==> src/rtl/compare_arbiter_pkg.sv <==
// Shared definitions for the compare arbiter: FSM states and compare-op encoding.
package compare_arbiter_pkg;

    // Arbiter control states
    typedef enum logic [1:0] {
        StIdle = 2'd0,
        StExec = 2'd1,
        StResp = 2'd2
    } state_e;

    // Bit positions inside the 3-bit compare op
    localparam int unsigned OpNegBit = 2;
    localparam int unsigned OpUnsBit = 1;
    localparam int unsigned OpLtBit  = 0;

    // Op codes (negate bit clear); OR in 3'b100 to invert the result
    localparam logic [2:0] OpSignedEq  = 3'b000;
    localparam logic [2:0] OpSignedLt  = 3'b001;
    localparam logic [2:0] OpUnsignEq  = 3'b010;
    localparam logic [2:0] OpUnsignLt  = 3'b011;
    localparam logic [2:0] OpNegate    = 3'b100;

endpackage

==> src/rtl/compare_arbiter_comparator.sv <==
// Single-bit compare unit: equal / less-than, signed or unsigned, optional inversion.
module compare_arbiter_comparator
    import compare_arbiter_pkg::*;
#(
    parameter int unsigned data_size = 16
) (
    input  logic [2:0]           i_instr,
    input  logic [data_size-1:0] i_lhs,
    input  logic [data_size-1:0] i_rhs,
    output logic                 o_result
);

    logic w_eq;
    logic w_lt;
    logic w_raw;

    // Evaluate the selected relation and apply the negate bit
    always_comb begin
        w_eq = (i_lhs == i_rhs);
        if (i_instr[OpUnsBit]) begin
            w_lt = (i_lhs < i_rhs);
        end else begin
            w_lt = ($signed(i_lhs) < $signed(i_rhs));
        end
        w_raw    = i_instr[OpLtBit] ? w_lt : w_eq;
        o_result = w_raw ^ i_instr[OpNegBit];
    end

endmodule

==> src/rtl/compare_arbiter.sv <==
// Round-robin arbiter that accepts one compare request at a time, evaluates it
// in a dedicated cycle and holds the result until the consumer takes it.
module compare_arbiter
    import compare_arbiter_pkg::*;
#(
    parameter int unsigned data_size = 16,
    parameter int unsigned n_req     = 4
) (
    input  logic                          clk,
    input  logic                          rst_n,
    input  logic [n_req-1:0]              req_valid,
    output logic [n_req-1:0]              req_ready,
    input  logic [n_req*3-1:0]            req_instr,
    input  logic [n_req*data_size-1:0]    req_lhs,
    input  logic [n_req*data_size-1:0]    req_rhs,
    output logic                          resp_valid,
    input  logic                          resp_ready,
    output logic [$clog2(n_req)-1:0]      resp_id,
    output logic [data_size-1:0]          resp_result
);

    localparam int unsigned IdW = $clog2(n_req);

    // First valid requester at or after ptr, wrapping; MSB of the return is "found"
    function automatic logic [IdW:0] rr_pick(input logic [n_req-1:0] valid,
                                             input logic [IdW-1:0]   ptr);
        logic           found;
        logic [IdW-1:0] pick;
        logic [IdW-1:0] cand;
        int unsigned    idx;
        found = 1'b0;
        pick  = '0;
        for (int unsigned i = 0; i < n_req; i++) begin
            idx = 32'(ptr) + i;
            if (idx >= n_req) begin
                idx = idx - n_req;
            end
            cand = IdW'(idx);
            if (!found && valid[cand]) begin
                found = 1'b1;
                pick  = cand;
            end
        end
        return {found, pick};
    endfunction

    state_e               r_state;
    state_e               w_state_next;
    logic [IdW-1:0]       r_rr_ptr;
    logic [IdW-1:0]       r_grant_id;
    logic [2:0]           r_instr;
    logic [data_size-1:0] r_lhs;
    logic [data_size-1:0] r_rhs;
    logic                 r_result;

    logic [IdW:0]         w_pick;
    logic                 w_any;
    logic [IdW-1:0]       w_gid;
    logic                 w_grant;
    logic                 w_cmp_result;
    logic [IdW-1:0]       w_ptr_next;

    // Arbitration decode and pointer advance
    always_comb begin
        w_pick  = rr_pick(req_valid, r_rr_ptr);
        w_any   = w_pick[IdW];
        w_gid   = w_pick[IdW-1:0];
        w_grant = (r_state == StIdle) && w_any;
        if (r_grant_id == IdW'(n_req - 1)) begin
            w_ptr_next = '0;
        end else begin
            w_ptr_next = r_grant_id + 1'b1;
        end
    end

    // State register
    always_ff @(posedge clk or negedge rst_n) begin
        if (!rst_n) begin
            r_state <= StIdle;
        end else begin
            r_state <= w_state_next;
        end
    end

    // Next-state logic
    always_comb begin
        w_state_next = r_state;
        unique case (r_state)
            StIdle:  if (w_any) w_state_next = StExec;
            StExec:  w_state_next = StResp;
            StResp:  if (resp_ready) w_state_next = StIdle;
            default: w_state_next = StIdle;
        endcase
    end

    // Outputs; req_ready is forced low while reset is held
    always_comb begin
        req_ready = '0;
        if (w_grant && rst_n) begin
            req_ready[w_gid] = 1'b1;
        end
        resp_valid  = (r_state == StResp);
        resp_id     = r_grant_id;
        resp_result = {{(data_size - 1){1'b0}}, r_result};
    end

    // Datapath: latch the granted request, capture the result, advance the pointer
    always_ff @(posedge clk or negedge rst_n) begin
        if (!rst_n) begin
            r_rr_ptr   <= '0;
            r_grant_id <= '0;
            r_instr    <= '0;
            r_lhs      <= '0;
            r_rhs      <= '0;
            r_result   <= 1'b0;
        end else begin
            if (w_grant) begin
                r_grant_id <= w_gid;
                r_instr    <= req_instr[w_gid*3 +: 3];
                r_lhs      <= req_lhs[w_gid*data_size +: data_size];
                r_rhs      <= req_rhs[w_gid*data_size +: data_size];
            end
            if (r_state == StExec) begin
                r_result <= w_cmp_result;
            end
            if ((r_state == StResp) && resp_ready) begin
                r_rr_ptr <= w_ptr_next;
            end
        end
    end

    compare_arbiter_comparator #(
        .data_size (data_size)
    ) u_cmp (
        .i_instr  (r_instr),
        .i_lhs    (r_lhs),
        .i_rhs    (r_rhs),
        .o_result (w_cmp_result)
    );

endmodule

==> config.mk <==
export PLATFORM = sky130hd
export DESIGN_NAME = compare_arbiter
export DESIGN_NICKNAME = d
export VERILOG_FILES = /design/src/rtl/compare_arbiter_pkg.sv /design/src/rtl/compare_arbiter_comparator.sv /design/src/rtl/compare_arbiter.sv
export SDC_FILE = /design/constraint.sdc
export NUM_CORES = 1
export LEC_CHECK = 0
export CAP_MARGIN = 20
export CORE_AREA = 10 10 89 91
export CTS_CLUSTER_DIAMETER = 80
export DETAILED_ROUTE_END_ITERATION = 8
export DIE_AREA = 0 0 99 101
export DONT_BUFFER_PORTS = 1
export GPL_TIMING_DRIVEN = 1
export HOLD_SLACK_MARGIN = 0.1
export PLACE_DENSITY_LB_ADDON = 0.15
export SYNTH_ARGS = -nofsm -noshare
export SYNTH_HDL_FRONTEND = slang
export SYNTH_SLANG_ARGS = --single-unit
==> constraint.sdc <==
create_clock -name clk -period 5.12 [get_ports clk]
set_input_delay 0.512 -clock clk [delete_from_list [all_inputs] [get_ports clk]]
set_output_delay 0.512 -clock clk [all_outputs]
set_load 0.02 [all_outputs]
; Yosys cells after proc, flatten, opt, wreduce, memory -nomap -nowiden
; Cells that the tools add are included.
[word_totals]
register_bits = 42
input_bits = 147
output_inout_bits = 23
elab_cells = 79
[op_classes]
add_sub_neg = 8
multipliers = 1
order_cmp = 12
eq_ne = 6
n_shift = 3
mux = 29
bitwise = 1
n_reduce_logical = 12
[op_table]
columns = cell, n
row1 = $shiftx 64x7->16, 2
row2 = $lt 16x16->1, 2
row3 = $mux 2, 11
row4 = $eq 16x16->1, 1
row5 = $lt 2x3->1 const B, 5
row6 = $shiftx 12x5->3, 1
row7 = $mux 1, 11
row8 = $ge 3x3->1 const B, 3
row9 = $bmux 1 s2, 4
row10 = $sub 2x1->2 const B, 4
row11 = $logic_and 1x1->1, 7
row12 = $add 2x2->3 const B, 2
row13 = $pmux 2 s3, 1
row14 = $eq 2x2->1 const B, 2
row15 = $mul 2x2->4 const B, 1
row16 = $mux 4, 1
row17 = $add 2x1->3 const B, 1
row18 = $ge 2x3->1 const B, 1
row19 = $logic_not 1->1, 3
row20 = $add 2x1->2 const B, 1
row21 = $demux 1 s2, 1
row22 = $eq 2x1->1 const B, 1
row23 = $ge 2x1->1 const B, 1
row24 = $logic_not 2->1, 1
row25 = 4 further kinds, 4

; Longest topological paths before layout
; Gate-level depths: netlist of run 1.
[logic_depth]
ltp_word = 19
ltp_mapped = 8
depth_no_buf = 8

; Modules after synthesis
; From an unflattened synthesis of run 1, not the netlist that was laid out.
[unflattened]
hier_cells = 438
area_unflattened_um2 = 3807.4
[modules_own_cells]
columns = module, instances, cells_each, area_per_inst_um2
row1 = compare_arbiter, 1, 371, 3301.9
row2 = compare_arbiter_comparator, 1, 67, 505.5

; Least setup slack after synthesis of run 1
; No wires, ideal clock.
[synth_path]
path_type = input port to output port
from = input req_valid[0]
to = output req_ready[1]
arrival_ns = 1.808
t_required_ns = 4.608
slack_ns = 2.800
stages = 5
n_path_buf = 1
path_cell_list = nor3b_2 > a211oi_4 > buf_2 > nand3_1 > nor2b_1
[synth_between]
elab_chain_cells = 17
elab_cells_between_ends = 30
cone_classes = order compare (2) / mux (19) / reduce/logical (9)
[synth_lines]
columns = item, line
row1 = start: declaration, compare_arbiter.sv:11  ; input logic [n_req-1:0] req_valid,
row2 = $bmux 1 s2, compare_arbiter.sv:39  ; if (!found && valid[cand]) begin
row3 = $mux 1 (not written as such), compare_arbiter.sv:39
row4 = $mux 1, compare_arbiter.sv:39
row5 = $logic_not 1->1, compare_arbiter.sv:39
row6 = $logic_and 1x1->1, compare_arbiter.sv:39
row7 = $mux 1, compare_arbiter.sv:39
row8 = $logic_not 1->1, compare_arbiter.sv:39
row9 = $logic_and 1x1->1, compare_arbiter.sv:39
row10 = $mux 1, compare_arbiter.sv:39
row11 = $logic_not 1->1, compare_arbiter.sv:39
row12 = $logic_and 1x1->1, compare_arbiter.sv:39
row13 = $mux 2, compare_arbiter.sv:39
row14 = $lt 2x3->1 (not written as such) / $ge 2x1->1 (equally long branches), compare_arbiter.sv:100  ; req_ready[w_gid] = 1'b1;
row15 = $logic_and 1x1->1 (not written as such), compare_arbiter.sv:100
row16 = $mux 1 (not written as such), compare_arbiter.sv:100
row17 = $demux 1 s2, compare_arbiter.sv:100
row18 = $mux 4 *, compare_arbiter.sv:99  ; if (w_grant && rst_n) begin
row19 = end: declaration, compare_arbiter.sv:12  ; output logic [n_req-1:0] req_ready,
; Every way passes the cells marked *; elsewhere a longest branch is shown, timed or not. The select of a mux whose other input is x is not followed.

; Final worst setup path of run 1
[layout_path]
from = register r_rr_ptr[1]
to = output req_ready[0]
[layout_between]
elab_chain_cells = 19
elab_cells_between_ends = 45
cone_classes = add/sub (7) / order compare (6) / mux (23) / reduce/logical (9)
[layout_lines]
columns = item, line
row1 = start: declaration, compare_arbiter.sv:49  ; logic [IdW-1:0] r_rr_ptr;
row2 = start signal: assignment, compare_arbiter.sv:127  ; r_rr_ptr <= w_ptr_next;
row3 = "parallel branches: the longest is 18 deep, another holds $add 2x1->3", --
row4 = $mux 4 *, compare_arbiter.sv:99
; Every way passes the cells marked *. The select of a mux whose other input is x is not followed.

==> results.rst, run 1 <==
.. list-table::
   :header-rows: 1

   * - Metric
     - Value
   * - Clock transition at the registers of the reported paths
     - 0.08 ns
   * - Slowest stage cell on the critical path
     - a211o_2
   * - First-pass GRT wire length
     - 14400 microns
   * - Synth Area in Compound Gates
     - 25.8%
   * - Setup TNS after final layout
     - 0 ns
   * - Overall power
     - 2.16 mW
   * - Routed wire length
     - 8900 microns
   * - Fin crit period
     - 3.10 ns
   * - Number of cells upsized or downsized after cts
     - 0
   * - Number of nets in the layout
     - 586
   * - Worst setup path end
     - req_ready[0]
   * - Pwr per Cell Area
     - 586 nW/um^2
   * - Dominant cell by count in the synthesized netlist
     - nand2_1
   * - Number of remaining DRC errors
     - 0
   * - Sequential fraction of the synthesis area
     - 28.9%
   * - Horizontal extent of the die
     - 99 microns
   * - Final Hold Violating Endpoints
     - 0
   * - First-pass DRT Iterations
     - 4
   * - Final critical-path share of the clock period
     - 60.6%
   * - Endpoint kind of the worst setup timing path
     - output pin
   * - Pin count of the biggest net entering global routing
     - 75
   * - Wirelength per Cell
     - 17.8 microns
   * - Cell count of the worst reg-to-reg path
     - 6
   * - Post-synth top cells
     - 117 x nand2_1, 42 x dfrtp_1, 36 x and3_1
   * - Stage delay of the slowest cell on the critical path
     - 0.83 ns
   * - Dominant combinational cell family by area after synthesis
     - simple AND/OR/NAND/NOR gates
   * - Share of cell area taken by muxes after synthesis
     - 0.860%
   * - Max_slew headroom
     - 36.7%
   * - Largest area contributor in the synthesized netlist
     - dfrtp_1
   * - Startpoint of the most critical setup path
     - r_rr_ptr[1]
   * - Hold path cells
     - 1
   * - Clock tree from TritonCTS
     - done
   * - Die Outline Area
     - 10000 sq um
   * - IO Port Bufs
     - 0
   * - P_leak
     - 1.67 nW
   * - DR iter-0 viols
     - 123
   * - Run status
     - completed
   * - Critical Path Stages
     - 4
   * - IR drop worst, VDD
     - 0.572 mV
   * - Area growth from synthesis to final layout
     - 1.34%
   * - Area of the core
     - 6200 sq um
   * - Antenna violations before repair
     - 0
   * - Type of the most critical hold path
     - in -> reg
   * - Antenna diode count
     - 0
   * - Synthesized netlist cell count
     - 442
   * - RSZ-0062 raised after global routing
     - no
   * - Post-Synth Simple-Gate Area
     - 28.2%
   * - Number of distinct library cells after synthesis
     - 40
   * - End of the worst register-to-register path
     - r_rhs[10]
   * - Area share of the largest cell type after synthesis
     - 28.9%
   * - Tightest Pin Transition
     - 0.949 ns
   * - Number of global-route vias before repair
     - 3038
   * - Adder-cell area share of the yosys netlist
     - 5.85%
   * - Gate family responsible for the most delay along the worst path
     - compound AO/OA/AOI/OAI gates
   * - Final estimated routing congestion in global placement
     - 0.772
   * - Clock sink total
     - 42
   * - Top-level port count
     - 170
   * - Via count
     - 2876
   * - CTS Buffer Depth
     - 2
   * - Startpoint kind of the worst setup timing path
     - flip-flop
   * - Total gr overflow
     - 0
   * - Number of max-cap violations
     - 0
   * - Synthesized area divided by synthesized cell count
     - 8.23 sq um
   * - Number of buffers added by the clock tree synthesis step
     - 5
   * - CTS Root Buffer Type
     - clkbuf_8
   * - Site Rows
     - 29
   * - Worst EP arrival
     - 2.59 ns
   * - Cell area after synthesis
     - 3640 sq um
   * - Y dimension of the die
     - 101 microns
   * - XOR/XNOR share of the synthesized area
     - 0%
   * - All-layer global routing usage
     - 17.1%
   * - Largest driver fanout on the critical path
     - 72
   * - Ratio of routed vias to standard cells
     - 5.75
   * - Setup CP Type
     - reg -> out
   * - Async set-or-reset flop fraction in the synthesized netlist
     - 100%
   * - Highest Clock Rate
     - 322 MHz
   * - Share of cells above drive strength 1
     - 15.8%
   * - H-tree levels
     - 2
   * - Number of nets with antenna violations after routing
     - 0
   * - Starting density of the core
     - 58.6%
   * - Flop2flop setup slack
     - 2.61 ns
   * - Post-CTS Setup Repair Bufs
     - 0
   * - EDFF count, synth
     - 0
   * - Buffer and inverter count on the worst path
     - 0
   * - Endpoints failing setup
     - 0
   * - Final Cell Area
     - 3690 sq um
   * - Number of pins exceeding their max-slew limit in the final report
     - 0
   * - DPL Wire Length
     - 7110 microns
   * - Number of synthesis warnings
     - 0
   * - Dominant cells by area after synthesis
     - dfrtp_1 29%, nand2_1 12%, a211oi_2 8.3%
   * - Crit-path cells
     - mux2i_1 > a211o_2 > nand3_1 > nor2b_1
   * - Clock latency on the worst-skew pair
     - 0.29 ns
   * - Critical path required time
     - 4.61 ns
   * - Post-detailed-placement cell area
     - 3550 sq um
   * - Flops & latches, synth
     - 42
   * - Post-synth top flop
     - dfrtp_1
   * - Worst-case clock skew
     - 0.00640 ns
   * - Launch point of the worst reg-to-reg path
     - r_rr_ptr[1]
-- per-stage QoR --
step           util (%)  hold slack, ns  std cells  setup WS (ns)
6_report           59.4           0.317        500           2.02
5_1_grt            59.4           0.316        500           1.70
4_1_cts            59.4           0.310        500           1.98
3_5_place_dp       57.2           0.219        490           2.31
3_3_place_gp       57.2           0.218        490           2.37
2_1_floorplan         -           0.216        456           2.80
-- worst register-to-register path, cell delays in order (launching register included) --
cell and delay [ns]:
dfrtp_1 0.50, a21oi_1 0.11, o21a_1 0.20, o22ai_4 0.66, buf_4 0.53, and3_1 0.28
o31ai_2 0.08
-- worst min path at each step --
stage          startpoint    endpoint
3_3_place_gp        rst_n  r_instr[1]
6_report       resp_ready  r_state[1]
2_1_floorplan       rst_n  r_instr[0]
5_1_grt        resp_ready  r_state[1]
3_5_place_dp        rst_n  r_instr[1]
4_1_cts        resp_ready  r_state[1]
-- power breakdown --
part | leakage, nW | switching [mW] | internal [mW]
Combinational | 1.10 | 0.747 | 0.517
Clock | 0.0514 | 0.116 | 0.146
Sequential | 0.515 | 0.134 | 0.503
-- routing by layer --
| layer | up-vias | global-route usage (%) | share of wire (%) |
|---|---|---|---|
| met2 | 86 | 29.3 | 51 |
| met3 | 9 | 5.97 | 7.9 |
| met1 | 1323 | 19.7 | 40 |
| met4 | 0 | 4.85 | 1.1 |
| li1 | 1458 | - | - |
| met5 | - | 0 | 0 |
-- cells by family (layout without fill, tap and decap cells) --
kind of cell | after synthesis | after routing
AO/OA/AOI/OAI | 95 | 95
adder cells (fa/ha/maj) | 17 | 17
buffers and inverters | 71 | 38
flip-flops | 42 | 42
multiplexers | 3 | 3
other | 1 | 15
AND/OR/NAND/NOR | 213 | 213
-- final cells by class --
type | instances | area [sq um]
Clock buffer | 6 | 72.6
Clock inverter | 2 | 37.5
Fill cell | 586 | 2520
Inverter | 24 | 90.1
Multi-Input combinational cell | 343 | 2280
Sequential cell | 42 | 1050
Tap cell | 77 | 96.3
Timing Repair Buffer | 6 | 60.1
-- flip-flops by register name (all words and copies together) (netlist names) --
| signal | cells |
|---|---|
| r_lhs | 16 |
| r_rhs | 16 |
| r_result | 1 |
| r_rr_ptr | 2 |
| r_instr | 3 |
| resp_id | 2 |
| r_state | 2 |
-- placed cells by master, fill, tap and decap left out, drive strengths merged, types with 7 or more instances in the layout --
master and n:
and3 36, nand2 117, conb 15, dfrtp 42, a211oi 36, o31ai 36
a21oi 7, inv 24, ha 17, and2 35
-- repair_timing --
item / 4_1_cts / 5_1_grt
endpoints found under the setup margin: 0 / 0
hold buffers: 2 / 0
hold endpoints to repair: 42 / 0
Power figures use the tool's default switching activity.
==> inputs of run 2 (changes only) <==
--- a/config.mk
+++ b/config.mk
@@ -6,10 +6,10 @@
 export NUM_CORES = 1
 export LEC_CHECK = 0
 export CAP_MARGIN = 20
-export CORE_AREA = 10 10 89 91
+export CORE_AREA = 10 10 90 92
 export CTS_CLUSTER_DIAMETER = 80
 export DETAILED_ROUTE_END_ITERATION = 8
-export DIE_AREA = 0 0 99 101
+export DIE_AREA = 0 0 100 102
 export DONT_BUFFER_PORTS = 1
 export GPL_TIMING_DRIVEN = 1
 export HOLD_SLACK_MARGIN = 0.1
==> constraint.sdc (replaced) <==
create_clock -name clk -period 2.5 [get_ports clk]
set_input_delay 0.25 -clock clk [delete_from_list [all_inputs] [get_ports clk]]
set_output_delay 0.25 -clock clk [all_outputs]
set_load 0.02 [all_outputs]
==> results.rst, run 2 (synthesis results as in run 1) <==
.. list-table::
   :header-rows: 1

   * - Metric
     - Value
   * - Number of global-route vias before repair
     - 3079 (was 3038)
   * - Via count
     - 2968 (was 2876)
   * - Clock latency on the worst-skew pair
     - 0.29 ns (about the same)
   * - Type of the most critical hold path
     - in -> reg (unchanged)
   * - Clock tree from TritonCTS
     - done (unchanged)
   * - Slowest stage cell on the critical path
     - dfrtp_1 (was a211o_2)
   * - Share of cells above drive strength 1
     - 17.0% (was 15.8%)
   * - Area growth from synthesis to final layout
     - 2.75% (was 1.34%)
   * - Final critical-path share of the clock period
     - 93.2%
   * - Antenna violations before repair
     - 1 (was 0)
   * - Ratio of routed vias to standard cells
     - 5.85 (was 5.75)
   * - CTS Buffer Depth
     - 2 (unchanged)
   * - Highest Clock Rate
     - 429 MHz
   * - Number of nets in the layout
     - 593 (was 586)
   * - Starting density of the core
     - 58.0% (was 58.6%)
   * - Hold path cells
     - 2 (was 1)
   * - All-layer global routing usage
     - 17.7% (was 17.1%)
   * - Gate family responsible for the most delay along the worst path
     - flip-flops (was compound AO/OA/AOI/OAI gates)
   * - Worst EP arrival
     - 2.08 ns (was 2.59 ns)
   * - Setup TNS after final layout
     - 0 ns (unchanged)
   * - IO Port Bufs
     - 0 (unchanged)
   * - Worst-case clock skew
     - 0.0105 ns (was 0.00640 ns)
   * - DPL Wire Length
     - 7670 microns (was 7110 microns)
   * - First-pass GRT wire length
     - 14900 microns (was 14400 microns)
   * - Die Outline Area
     - 10200 sq um (was 10000 sq um)
   * - Pin count of the biggest net entering global routing
     - 75 (unchanged)
   * - Total gr overflow
     - 0 (unchanged)
   * - IR drop worst, VDD
     - 0.774 mV (was 0.572 mV)
   * - P_leak
     - 1.71 nW (was 1.67 nW)
   * - Setup CP Type
     - reg -> out (unchanged)
   * - Clock sink total
     - 42 (unchanged)
   * - CTS Root Buffer Type
     - clkbuf_8 (unchanged)
   * - Wirelength per Cell
     - 18.8 microns (was 17.8 microns)
   * - Clock transition at the registers of the reported paths
     - 0.08 ns (about the same)
   * - Endpoints failing setup
     - 0 (unchanged)
   * - Buffer and inverter count on the worst path
     - 2 (was 0)
   * - Horizontal extent of the die
     - 100 microns (was 99 microns)
   * - Registers with the most flip-flops
     - r_lhs: 16 flops, r_rhs: 16 flops, r_instr: 3 flops (unchanged)
   * - Launch instance of the worst min-delay path
     - resp_ready (unchanged)
   * - RSZ-0062 raised after global routing
     - no (unchanged)
   * - Pwr per Cell Area
     - 1180 nW/um^2 (was 586 nW/um^2)
   * - Number of max-cap violations
     - 0 (unchanged)
   * - Most used cell along the critical path
     - buf_4
   * - Site Rows
     - 29 (unchanged)
   * - Critical path required time
     - 2.25 ns (was 4.61 ns)
   * - Launch point of the worst reg-to-reg path
     - r_rr_ptr[1] (unchanged)
   * - Post-CTS Setup Repair Bufs
     - 0 (unchanged)
   * - End of the worst register-to-register path
     - r_lhs[3] (was r_rhs[10])
   * - Overall power
     - 4.43 mW (was 2.16 mW)
   * - Final Hold Violating Endpoints
     - 0 (unchanged)
   * - Setup ws final
     - 0.171 ns (was 2.02 ns)
   * - Area of the core
     - 6280 sq um (was 6200 sq um)
   * - Most frequent cells in the layout
     - 117 x nand2_1, 42 x dfrtp_1, 36 x and3_1 (unchanged)
   * - Final estimated routing congestion in global placement
     - 0.779 (was 0.772)
   * - Number of pins exceeding their max-slew limit in the final report
     - 0 (unchanged)
   * - First-pass DRT Iterations
     - 4 (unchanged)
   * - Number of remaining DRC errors
     - 0 (unchanged)
   * - Final Cell Area
     - 3740 sq um (was 3690 sq um)
   * - Number of nets with antenna violations after routing
     - 0 (unchanged)
   * - Post-detailed-placement cell area
     - 3620 sq um (was 3550 sq um)
   * - Most common library cell in the layout ignoring fill and taps
     - nand2_1 (unchanged)
   * - Flop2flop setup slack
     - 0.44 ns (was 2.61 ns)
   * - DR iter-0 viols
     - 113 (was 123)
   * - Fin crit period
     - 2.33 ns
   * - Startpoint kind of the worst setup timing path
     - flip-flop (unchanged)
   * - Crit-path cells
     - mux2i_1 > a211o_2 > buf_4 > nand3_1 > nor2b_1 > buf_4 (was mux2i_1 > a211o_2 > nand3_1 > nor2b_1)
   * - Routed wire length
     - 9520 microns (was 8900 microns)
   * - Run status
     - completed (unchanged)
   * - H-tree levels
     - 2 (unchanged)
   * - Final design utilization
     - 59.6% (was 59.4%)
   * - Post-Place Worst Slack
     - 0.450 ns (was 2.31 ns)
   * - Stage delay of the slowest cell on the critical path
     - 0.51 ns (was 0.83 ns)
   * - Hold Path Sink
     - r_rr_ptr[0] (was r_state[1])
   * - Endpoint kind of the worst setup timing path
     - output pin (unchanged)
   * - Largest driver fanout on the critical path
     - 30 (was 72)
   * - Number of buffers added by the clock tree synthesis step
     - 5 (unchanged)
   * - Y dimension of the die
     - 102 microns (was 101 microns)
   * - Top-level port count
     - 170 (unchanged)
   * - Cell count of the worst reg-to-reg path
     - 6 (unchanged)
[run 2: changes by cell type in the layout (fill, tap and decap cells not counted), sizes merged]
cell / before / now
bufinv: 1 / 0
clkinv: 0 / 2
clkbuf: 6 / 5
buf: 5 / 11
dlygate4sd3: 1 / 2
clkinvlp: 1 / 0
diode: 0 / 1
[run 2: what timing repair did]
item	in CTS	in global routing
hold buffers	3	0
resized for setup	0	0
endpoints found under the hold margin	43	0
[run 2: final cells by class]
class,instances,area [sq um]
clock inverters,2,10.0
diodes,1,2.50
repair buffers,13,140
well taps,77,96.3
multi-input cells,343,2280
inverters,24,90.1
clock buffers,5,68.8
flip-flops and latches,42,1050
fillers,585,2540
[run 2: per-stage QoR]
| stage | hold slack, ns | std cells |
|---|---|---|
| after floorplan | -0.0456 | 456 |
| after global placement | -0.0443 | 496 |
| after detailed placement | -0.0443 | 496 |
| after CTS | 0.140 | 506 |
| after global routing | 0.159 | 507 |
| final | 0.148 | 507 |
[run 2: power breakdown]
part           switching, mW  internal, mW
clock                  0.227         0.188
combinational           1.56          1.13
sequential             0.288          1.03
total                   2.08          2.35
[run 2: routing by layer]
layer	GRT usage (%)	part of all wire, %	wire, microns
met1	20.4	39	3740
met2	30.6	51	4900
met3	6.07	7.7	733
met4	5.00	1.5	146
met5	0	0	0
[run 2: worst max path at each step]
stage                              end  depth (start not counted)   startpoint  slack, ns
after floorplan           req_ready[1]                          5  r_rr_ptr[1]       0.47
after global placement        r_lhs[4]                          6  r_rr_ptr[1]       0.53
after detailed placement      r_lhs[3]                          6  r_rr_ptr[1]       0.45
after CTS                 req_ready[0]                          6  r_rr_ptr[1]       0.15
after global routing      req_ready[2]                          6  r_rr_ptr[1]       0.03
final                     req_ready[0]                          6  r_rr_ptr[1]       0.17
